--- config.mk ---
export PLATFORM = sky130hd
export DESIGN_NAME = bus_arbiter
export DESIGN_NICKNAME = d
export VERILOG_FILES = /design/src/rtl/bus_arbiter.sv
export SDC_FILE = /design/constraint.sdc
export NUM_CORES = 1
export LEC_CHECK = 0
export CAP_MARGIN = 15
export CORE_UTILIZATION = 30
export DETAILED_ROUTE_END_ITERATION = 8
export GPL_TIMING_DRIVEN = 0
export PLACE_DENSITY_LB_ADDON = 0.25
export SLEW_MARGIN = 20
export SYNTH_ARGS = -nofsm -noshare
export SYNTH_HDL_FRONTEND = slang
export SYNTH_SLANG_ARGS = --single-unit
--- constraint.sdc ---
create_clock -name i_clk -period 4.1 [get_ports i_clk]
set_input_delay 0.41 -clock i_clk [delete_from_list [all_inputs] [get_ports i_clk]]
set_output_delay 0.41 -clock i_clk [all_outputs]
set_load 0.01 [all_outputs]
--- src/rtl/bus_arbiter.sv ---
// Two-port round-robin arbiter and bus sequencer: grants the CPU fetch or data port,
// decodes the address map into a one-hot slave strobe and returns done/err to the owner.
module bus_arbiter #(
    parameter logic [31:0] BOOT_SIZE      = 32'h0000_2000,
    parameter int          TIMEOUT_CYCLES = 1024
) (
    input  logic        i_clk,
    input  logic        i_rst_n,
    input  logic        i_req0,
    input  logic        i_req1,
    input  logic [31:0] i_addr0,
    input  logic [31:0] i_addr1,
    input  logic        i_we0,
    input  logic        i_we1,
    input  logic [3:0]  i_be0,
    input  logic [3:0]  i_be1,
    input  logic [31:0] i_wdata0,
    input  logic [31:0] i_wdata1,
    output logic        o_done0,
    output logic        o_done1,
    output logic        o_err0,
    output logic        o_err1,
    output logic [31:0] o_rdata,
    output logic        o_busy,
    output logic [7:0]  o_sel,
    output logic [31:0] o_addr,
    output logic [31:0] o_wdata,
    output logic        o_we,
    output logic [3:0]  o_be,
    input  logic        i_slave_done,
    input  logic [31:0] i_slave_rdata
);
    localparam int CNT_W = $clog2(TIMEOUT_CYCLES);

    typedef enum logic [2:0] {IDLE, ISSUE, WAIT, RESP, ERR} state_t;

    state_t            state, state_nxt;
    logic [1:0]        req;
    logic              win, owner, last;
    logic [31:0]       win_addr;
    logic [7:0]        sel_dec, sel_q;
    logic [CNT_W-1:0]  cnt;
    logic              timeout, err_q, resp;
    logic [31:0]       rdata_q;
    logic [1:0]        done_v, err_v;

    assign req      = {i_req1, i_req0};
    assign win      = (req == 2'b11) ? ~last : req[1];
    assign win_addr = win ? i_addr1 : i_addr0;
    assign timeout  = (cnt == CNT_W'(TIMEOUT_CYCLES - 1));

    // Bootloader window first, then one 256 MB region per slave up to 0x8000_0000.
    always_comb begin
        sel_dec = '0;
        if (win_addr < BOOT_SIZE)
            sel_dec[0] = 1'b1;
        else if (!win_addr[31] && win_addr[30:28] != 3'd0)
            sel_dec[win_addr[30:28]] = 1'b1;
    end

    always_ff @(posedge i_clk or negedge i_rst_n) begin
        if (!i_rst_n) state <= IDLE;
        else          state <= state_nxt;
    end

    always_comb begin
        state_nxt = state;
        unique case (state)
            IDLE:    if (|req) state_nxt = (sel_dec != '0) ? ISSUE : ERR;
            ISSUE:   state_nxt = i_slave_done ? RESP : WAIT;
            WAIT:    if (i_slave_done || timeout) state_nxt = RESP;
            RESP:    state_nxt = IDLE;
            ERR:     state_nxt = IDLE;
            default: state_nxt = IDLE;
        endcase
    end

    always_ff @(posedge i_clk or negedge i_rst_n) begin
        if (!i_rst_n) begin
            owner   <= 1'b0;
            last    <= 1'b1;
            sel_q   <= '0;
            o_addr  <= '0;
            o_wdata <= '0;
            o_we    <= 1'b0;
            o_be    <= '0;
            cnt     <= '0;
            err_q   <= 1'b0;
            rdata_q <= '0;
        end else begin
            if (state == IDLE && |req) begin
                owner   <= win;
                last    <= win;
                sel_q   <= sel_dec;
                o_addr  <= win_addr;
                o_wdata <= win ? i_wdata1 : i_wdata0;
                o_we    <= win ? i_we1 : i_we0;
                o_be    <= win ? i_be1 : i_be0;
                cnt     <= '0;
                err_q   <= 1'b0;
                rdata_q <= '0;
            end
            if (state == ISSUE || state == WAIT) begin
                cnt <= cnt + CNT_W'(1);
                // A done arriving in the timeout cycle still counts as success.
                if (i_slave_done) begin
                    rdata_q <= i_slave_rdata;
                end else if (state == WAIT && timeout) begin
                    err_q   <= 1'b1;
                    rdata_q <= '0;
                end
            end
        end
    end

    // Outputs decode from state so an asynchronous reset drops them at once.
    always_comb begin
        o_busy  = (state != IDLE);
        o_sel   = (state == ISSUE) ? sel_q : '0;
        o_rdata = (state == RESP) ? rdata_q : '0;
        resp    = (state == RESP) || (state == ERR);
    end

    for (genvar p = 0; p < 2; p++) begin : g_port
        assign done_v[p] = resp && (owner == 1'(p));
        assign err_v[p]  = done_v[p] && ((state == ERR) || err_q);
    end

    assign o_done0 = done_v[0];
    assign o_done1 = done_v[1];
    assign o_err0  = err_v[0];
    assign o_err1  = err_v[1];
endmodule

==> flow_metrics.env, run 1 <==
export IMPL_worstPathMaxFanout=10
export IMPL_cts_sinks=125
export IMPL_r2r_slack_ns=2.09
export IMPL_antenna_found_initial=0
export IMPL_drc_errors=0
export IMPL_grt_pass1_wl_mm=31.41
export IMPL_comb_power_share_pct=44.5
export IMPL_post_cts_setup_buffers=0
export IMPL_synth_top_cell_by_area="dfrtp_1"
export IMPL_die_area_um2=20200
export IMPL_setup_viol=0
export IMPL_preCtsSetupSlack_ns=1.657
export IMPL_numPortBuffers=288
export IMPL_post_drt_via_cell_ratio=4.774
export IMPL_synth_cell_types=49
export IMPL_fp_coreArea_um2=18960
export IMPL_layout_nets=1116
export IMPL_io_pins=289
export IMPL_row_count=50
export IMPL_min_period_over_period_pct=69.51
export IMPL_grt_ovfl_total=0
export IMPL_regToRegStartpoint="cnt[0]"
export IMPL_grt_setup_unrepaired="false"
export IMPL_drt_total_wl_mm=20.14
export IMPL_dpl_cell_count=1180
export IMPL_rr_worst_depth=6
export IMPL_path_clk_slew_ns=0.06
export IMPL_place_hpwl_mm=15.14
export IMPL_switching_share_pct=35.10
export IMPL_place_gp_congestion=0.8600
export IMPL_via_count=5791
export IMPL_cts_buffer_depth=2
export IMPL_whs_ns=0.4707
export IMPL_arrival_ns=2.44
export IMPL_synth_top_cell_area_share_pct=52.67
export IMPL_antennaDiodeCount=0
export IMPL_hp_start="cnt[9]"
export IMPL_syn_inst=631
export IMPL_ys_ff_latch=125
export IMPL_drive_gt1_share_pct=8.290
export IMPL_syn2layout_area_growth_pct=65.47
export IMPL_slew_limit_headroom_pct=50.96
export IMPL_wl_per_cell_um=16.60
export IMPL_avgSynthCellArea_um2=9.337
export IMPL_intPower_mw=4.300
export IMPL_synth_most_common_cell="nand2_1"
export IMPL_max_freq_mhz=350.9
export IMPL_min_period_ns=2.850
export IMPL_start_util_pct=31.08
export IMPL_grt_usage_pct=20.39
export IMPL_hold_path_end="cnt[9]"
export IMPL_seq_area_frac_synth_pct=53.11
export IMPL_synth_edff_count=0
export IMPL_yosys_warnings=0
export IMPL_crit_path_start_kind="register"
export IMPL_drt_pass1_iterations=4
export IMPL_cts_resized=0
export IMPL_status="complete, no violations"
export IMPL_finalHoldViolCount=0
export IMPL_cts_made_buffers=17
export IMPL_p_per_area_nw_per_um2=679.6
export IMPL_p_leak_nw=4.133
export IMPL_ant_nets=0
export IMPL_tns_ns=0
export IMPL_ys_top_cells_by_count="150 x nand2_1, 124 x dfrtp_1, 80 x nor2_1"
export IMPL_cts_root_buf="clkbuf_16"
export IMPL_pwr_share_clk_pct=23.9
export IMPL_r2r_end="state[0]"
export IMPL_first_global_vias=5830
export IMPL_total_power_mw=6.625
export IMPL_synth_nets=807
export IMPL_synthTopCellsByArea="dfrtp_1 53%, nand2_1 9.6%, a31oi_1 7.2%, nor2_1 5.1%, a22o_1 5.1%"
export IMPL_synth_ff_type="dfrtp_1"
export IMPL_die_h_um=142.1
export IMPL_syn_cell_area_um2=5892
export IMPL_setup_ws_ns=1.250
export IMPL_cp_required_ns=3.69
export IMPL_finalNonFillerCells=1213
export IMPL_tritoncts="yes"
export IMPL_synthArstFlopShare_pct=100.0
export IMPL_p_seq_share_pct=31.6
export IMPL_grt_max_degree=64
export IMPL_critPathKind="reg -> out"
export IMPL_p_switching_mw=2.326
export IMPL_max_cap_viol_count=0
export IMPL_worst_pin_slew_ns=0.7340
export IMPL_clock_latency_ns=0.42
export IMPL_vdd_drop_max_mv=0.2849
export IMPL_drv_slew=0
export IMPL_min_path_cells=1
export IMPL_worstSetupEndpointType="output pin"
export IMPL_htreeDepth=4
export IMPL_worstHoldPathType="reg -> reg"
export IMPL_drt_iter0_markers=194
export IMPL_die_w_um=142.1
export IMPL_fin_skew_ns=0.006928
[flip-flops by register name, indices dropped and copies added, names as in the netlist]
signal and count:
cnt 10, err_q 1, last 1, o_addr 32
o_be 4, o_wdata 32, o_we 1, owner 1
rdata_q 32, sel_q 8, state 3
[worst max-delay path by stage]
stage	startpoint	end	slack, ns
floorplan	cnt[0]	state[0]	2.39
CTS	state[2]	o_rdata[30]	1.21
global route	state[2]	o_rdata[12]	1.07
finish	state[2]	o_rdata[12]	1.25
global placement	i_rst_n	o_addr[3]	-2.66
detailed placement	state[2]	o_rdata[30]	1.66
[power groups by stage]
stage / sequential, mW / combinational (mW) / clock (mW)
after global placement: 2.10 / 2.96 / 0
after global routing: 2.17 / 3.22 / 1.67
after CTS: 2.10 / 2.99 / 1.62
after detailed placement: 2.11 / 2.98 / 0
final: 2.09 / 2.95 / 1.58
after floorplan: 2.24 / 1.38 / 0
[layout make-up]
type / instances / area [um2]
fill: 1781 / 9206
inverter: 3 / 11.26
clock buffer: 20 / 436.7
tap: 260 / 325.3
buffer: 48 / 255.2
multi-input combinational: 455 / 2496
sequential: 125 / 3129
timing repair buffer: 290 / 2925
clock inverter: 12 / 170.2
[worst max-delay path, cell delays in order (launching register included)]
cell and delay (ns):
dfrtp_1 0.35, buf_2 0.17, and3b_1 0.22, clkbuf_1 0.23
clkbuf_1 0.32, and2_1 0.20, clkdlybuf4s50_1 0.54
[through the flow]
step	util (%)	area, um2
after floorplan	-	5892
final	51.43	9749
after global placement	48.01	9100
after global routing	51.43	9749
after detailed placement	48.18	9133
after CTS	51.43	9749
[layer usage]
metal / global-route usage, % / share of wire, % / vias up
li1: - / - / 2819
met3: 8.614 / 9.8 / 21
met4: 6.678 / 1.7 / 0
met2: 33.95 / 48 / 231
met5: 0 / 0 / -
met1: 23.57 / 41 / 2720
[cell usage in the layout, fill, tap and decap left out, types with 3 or more instances in the layout]
master	n
nor4_1	7
a31oi_1	68
clkbuf_1	18
nor2_1	80
clkbuf_16	17
o21ai_0	3
clkdlybuf4s50_1	287
clkinv_2	5
buf_4	11
o31ai_1	4
dfrtp_1	124
nand3_1	3
buf_2	21
nor3_1	6
a21oi_1	7
nand2_1	150
mux2_2	5
a22o_1	34
and3_1	3
mux2i_1	7
o41ai_1	3
nor3b_1	3
and2_1	41
nand4_1	5
bufinv_16	4
[timing repair]
| action | 4_1_cts | 5_1_grt |
|---|---|---|
| hold endpoints to repair | 62 | 0 |
| setup endpoints to repair | 0 | 0 |
| hold buffers | 1 | 0 |
[cell families after synthesis]
logic type	Yosys count	synth area share [%]
compound gates	131	15.93
xor+xnor	1	0.2761
fa+ha+maj	1	0.2123
buf+inv	51	4.523
flops	125	53.11
mux	13	2.527
simple gates	309	23.42
Note: power is estimated with default switching activity, not from simulation.
==> run 2: changes to the inputs <==
- clock period: 4.1 -> 2.5 ns (I/O delays scaled with it)
==> run 2 against run 1 <==
Effect of this change: register-to-register slack lost 1.6 ns; clock power grew 65%; largest power group unchanged; non-clock buffer count shrank 1.
==> flow_metrics.env, run 2 (synthesis results as in run 1) <==
export IMPL_min_period_over_period_pct=96.18
export IMPL_placed_area_um2=9133
export IMPL_reg_top3="o_addr: 32 flops, o_wdata: 32 flops, rdata_q: 32 flops"
export IMPL_setup_ws_ns=0.09540
export IMPL_min_period_ns=2.405
export IMPL_cp_required_ns=2.25
export IMPL_p_per_area_nw_per_um2=1113
export IMPL_grt_pass1_wl_mm=31.40
export IMPL_final_cell_mix="285 x clkdlybuf4s50_1, 150 x nand2_1, 124 x dfrtp_1"
export IMPL_die_area_um2=20200
export IMPL_worstSetupEndpointType="output pin"
export IMPL_fp_coreArea_um2=18960
export IMPL_antennaDiodeCount=0
export IMPL_worstHoldPathType="in -> async"
export IMPL_cts_root_buf="clkbuf_16"
export IMPL_drv_slew=0
export IMPL_crit_slowest_cell="clkdlybuf4s50_1"
export IMPL_cp_cell_sequence="buf_2 -> and3b_2 -> clkbuf_4 -> and2_1 -> clkdlybuf4s50_1"
export IMPL_antenna_found_initial=0
export IMPL_drt_pass1_iterations=4
export IMPL_syn2layout_area_growth_pct=65.79
export IMPL_cts_buffer_depth=2
export IMPL_tritoncts="yes"
export IMPL_p_leak_nw=4.182
export IMPL_cts_made_buffers=17
export IMPL_max_freq_mhz=415.9
export IMPL_finalHoldViolCount=0
export IMPL_grt_max_degree=64
export IMPL_layout_commonest_cell="clkdlybuf4s50_1"
export IMPL_clock_latency_ns=0.42
export IMPL_preCtsSetupSlack_ns=0.2172
export IMPL_finalNonFillerCells=1212
export IMPL_drt_total_wl_mm=20.15
export IMPL_grt_setup_unrepaired="true"
export IMPL_ant_nets=0
export IMPL_tns_ns=0
export IMPL_slew_limit_headroom_pct=63.54
export IMPL_io_pins=289
export IMPL_dpl_cell_count=1180
export IMPL_numPortBuffers=288
export IMPL_max_cap_viol_count=0
export IMPL_via_count=5776
export IMPL_place_hpwl_mm=15.14
export IMPL_htreeDepth=4
export IMPL_worstPathMaxFanout=10
export IMPL_status="complete, no violations"
export IMPL_post_drt_via_cell_ratio=4.766
export IMPL_path_clk_slew_ns=0.06
export IMPL_crit_path_start_kind="register"
export IMPL_layout_nets=1115
export IMPL_vdd_drop_max_mv=0.4675
export IMPL_row_count=50
export IMPL_place_gp_congestion=0.8600
export IMPL_total_power_mw=10.87
export IMPL_drc_errors=0
export IMPL_die_h_um=142.1
export IMPL_wl_per_cell_um=16.62
export IMPL_critPathKind="reg -> out"
export IMPL_arrival_ns=2.15
export IMPL_worst_pin_slew_ns=0.5433
export IMPL_start_util_pct=31.08
export IMPL_fin_skew_ns=0.006826
export IMPL_die_w_um=142.1
export IMPL_first_global_vias=5828
export IMPL_grt_ovfl_total=0
export IMPL_setup_viol=0
export IMPL_drive_gt1_share_pct=8.824
export IMPL_grt_usage_pct=20.39
export IMPL_postLayoutCellArea_um2=9768
export IMPL_cts_sinks=125
export IMPL_cpPeakStageDelay_ns=0.54
export IMPL_drt_iter0_markers=209
## run 2: where the power goes
group          switching (mW)  total, mW  internal (mW)
Combinational            2.41       4.84           2.44
Sequential              0.469       3.43           2.96
Clock                   0.936       2.60           1.66
## run 2: critical path: cells and delay by family (launching register included)
family | cells | cell delay [ns]
DFF | 1 | 0.35
buffers and inverters | 3 | 0.92
and+or+nand+nor | 2 | 0.47
## run 2: through the flow
step / util (%) / hold slack (ns)
6_report: 51.53 / 0.3580
5_1_grt: 51.53 / 0.3800
4_1_cts: 51.47 / 0.3725
3_5_place_dp: 48.18 / 0.2283
3_3_place_gp: 48.01 / 0.4565
2_1_floorplan: - / -0.04559
## run 2: worst paths after layout
kind,start,endpoint,slack [ns],cells after the start
worst min register to register,cnt[9],cnt[9],0.47,1
max in group asynchronous,i_rst_n,last,1.41,3
worst max-delay path,state[2],o_rdata[1],0.1,5
worst max register to register,cnt[0],state[0],0.48,6
worst min-delay path,i_rst_n,rdata_q[7],0.36,2
min in group i_clk,i_addr1[0],o_addr[0],0.39,3
## run 2: cell type report
cell class	count	area, um2
timing repair buffer	290	2930
buffer	47	262.8
tap	260	325.3
fill	1780	9188
inverter	3	11.26
multi-input combinational	455	2502
sequential	125	3129
clock inverter	12	170.2
clock buffer	20	436.7
## run 2: timing repair
item,4_1_cts,5_1_grt
hold endpoints to repair,62,0
gates resized for setup,5,8
buffers inserted,0,0
endpoints found under the setup margin,38,29
hold buffers,1,0
## run 2: per-layer routing
metal  vias up  share of wire [%]  GRT usage [%]
met5         -                  0              0
met4         0                1.7          6.678
met3        22                9.5          8.614
met2       222                 48          33.98
met1      2714                 41          23.55
li1       2818                  -              -
==> run 3: changes to the inputs <==
- ABC_AREA: default -> 0
==> results of run 3 <==
The final DEF is identical to that of run 2; final timing and power are the same.
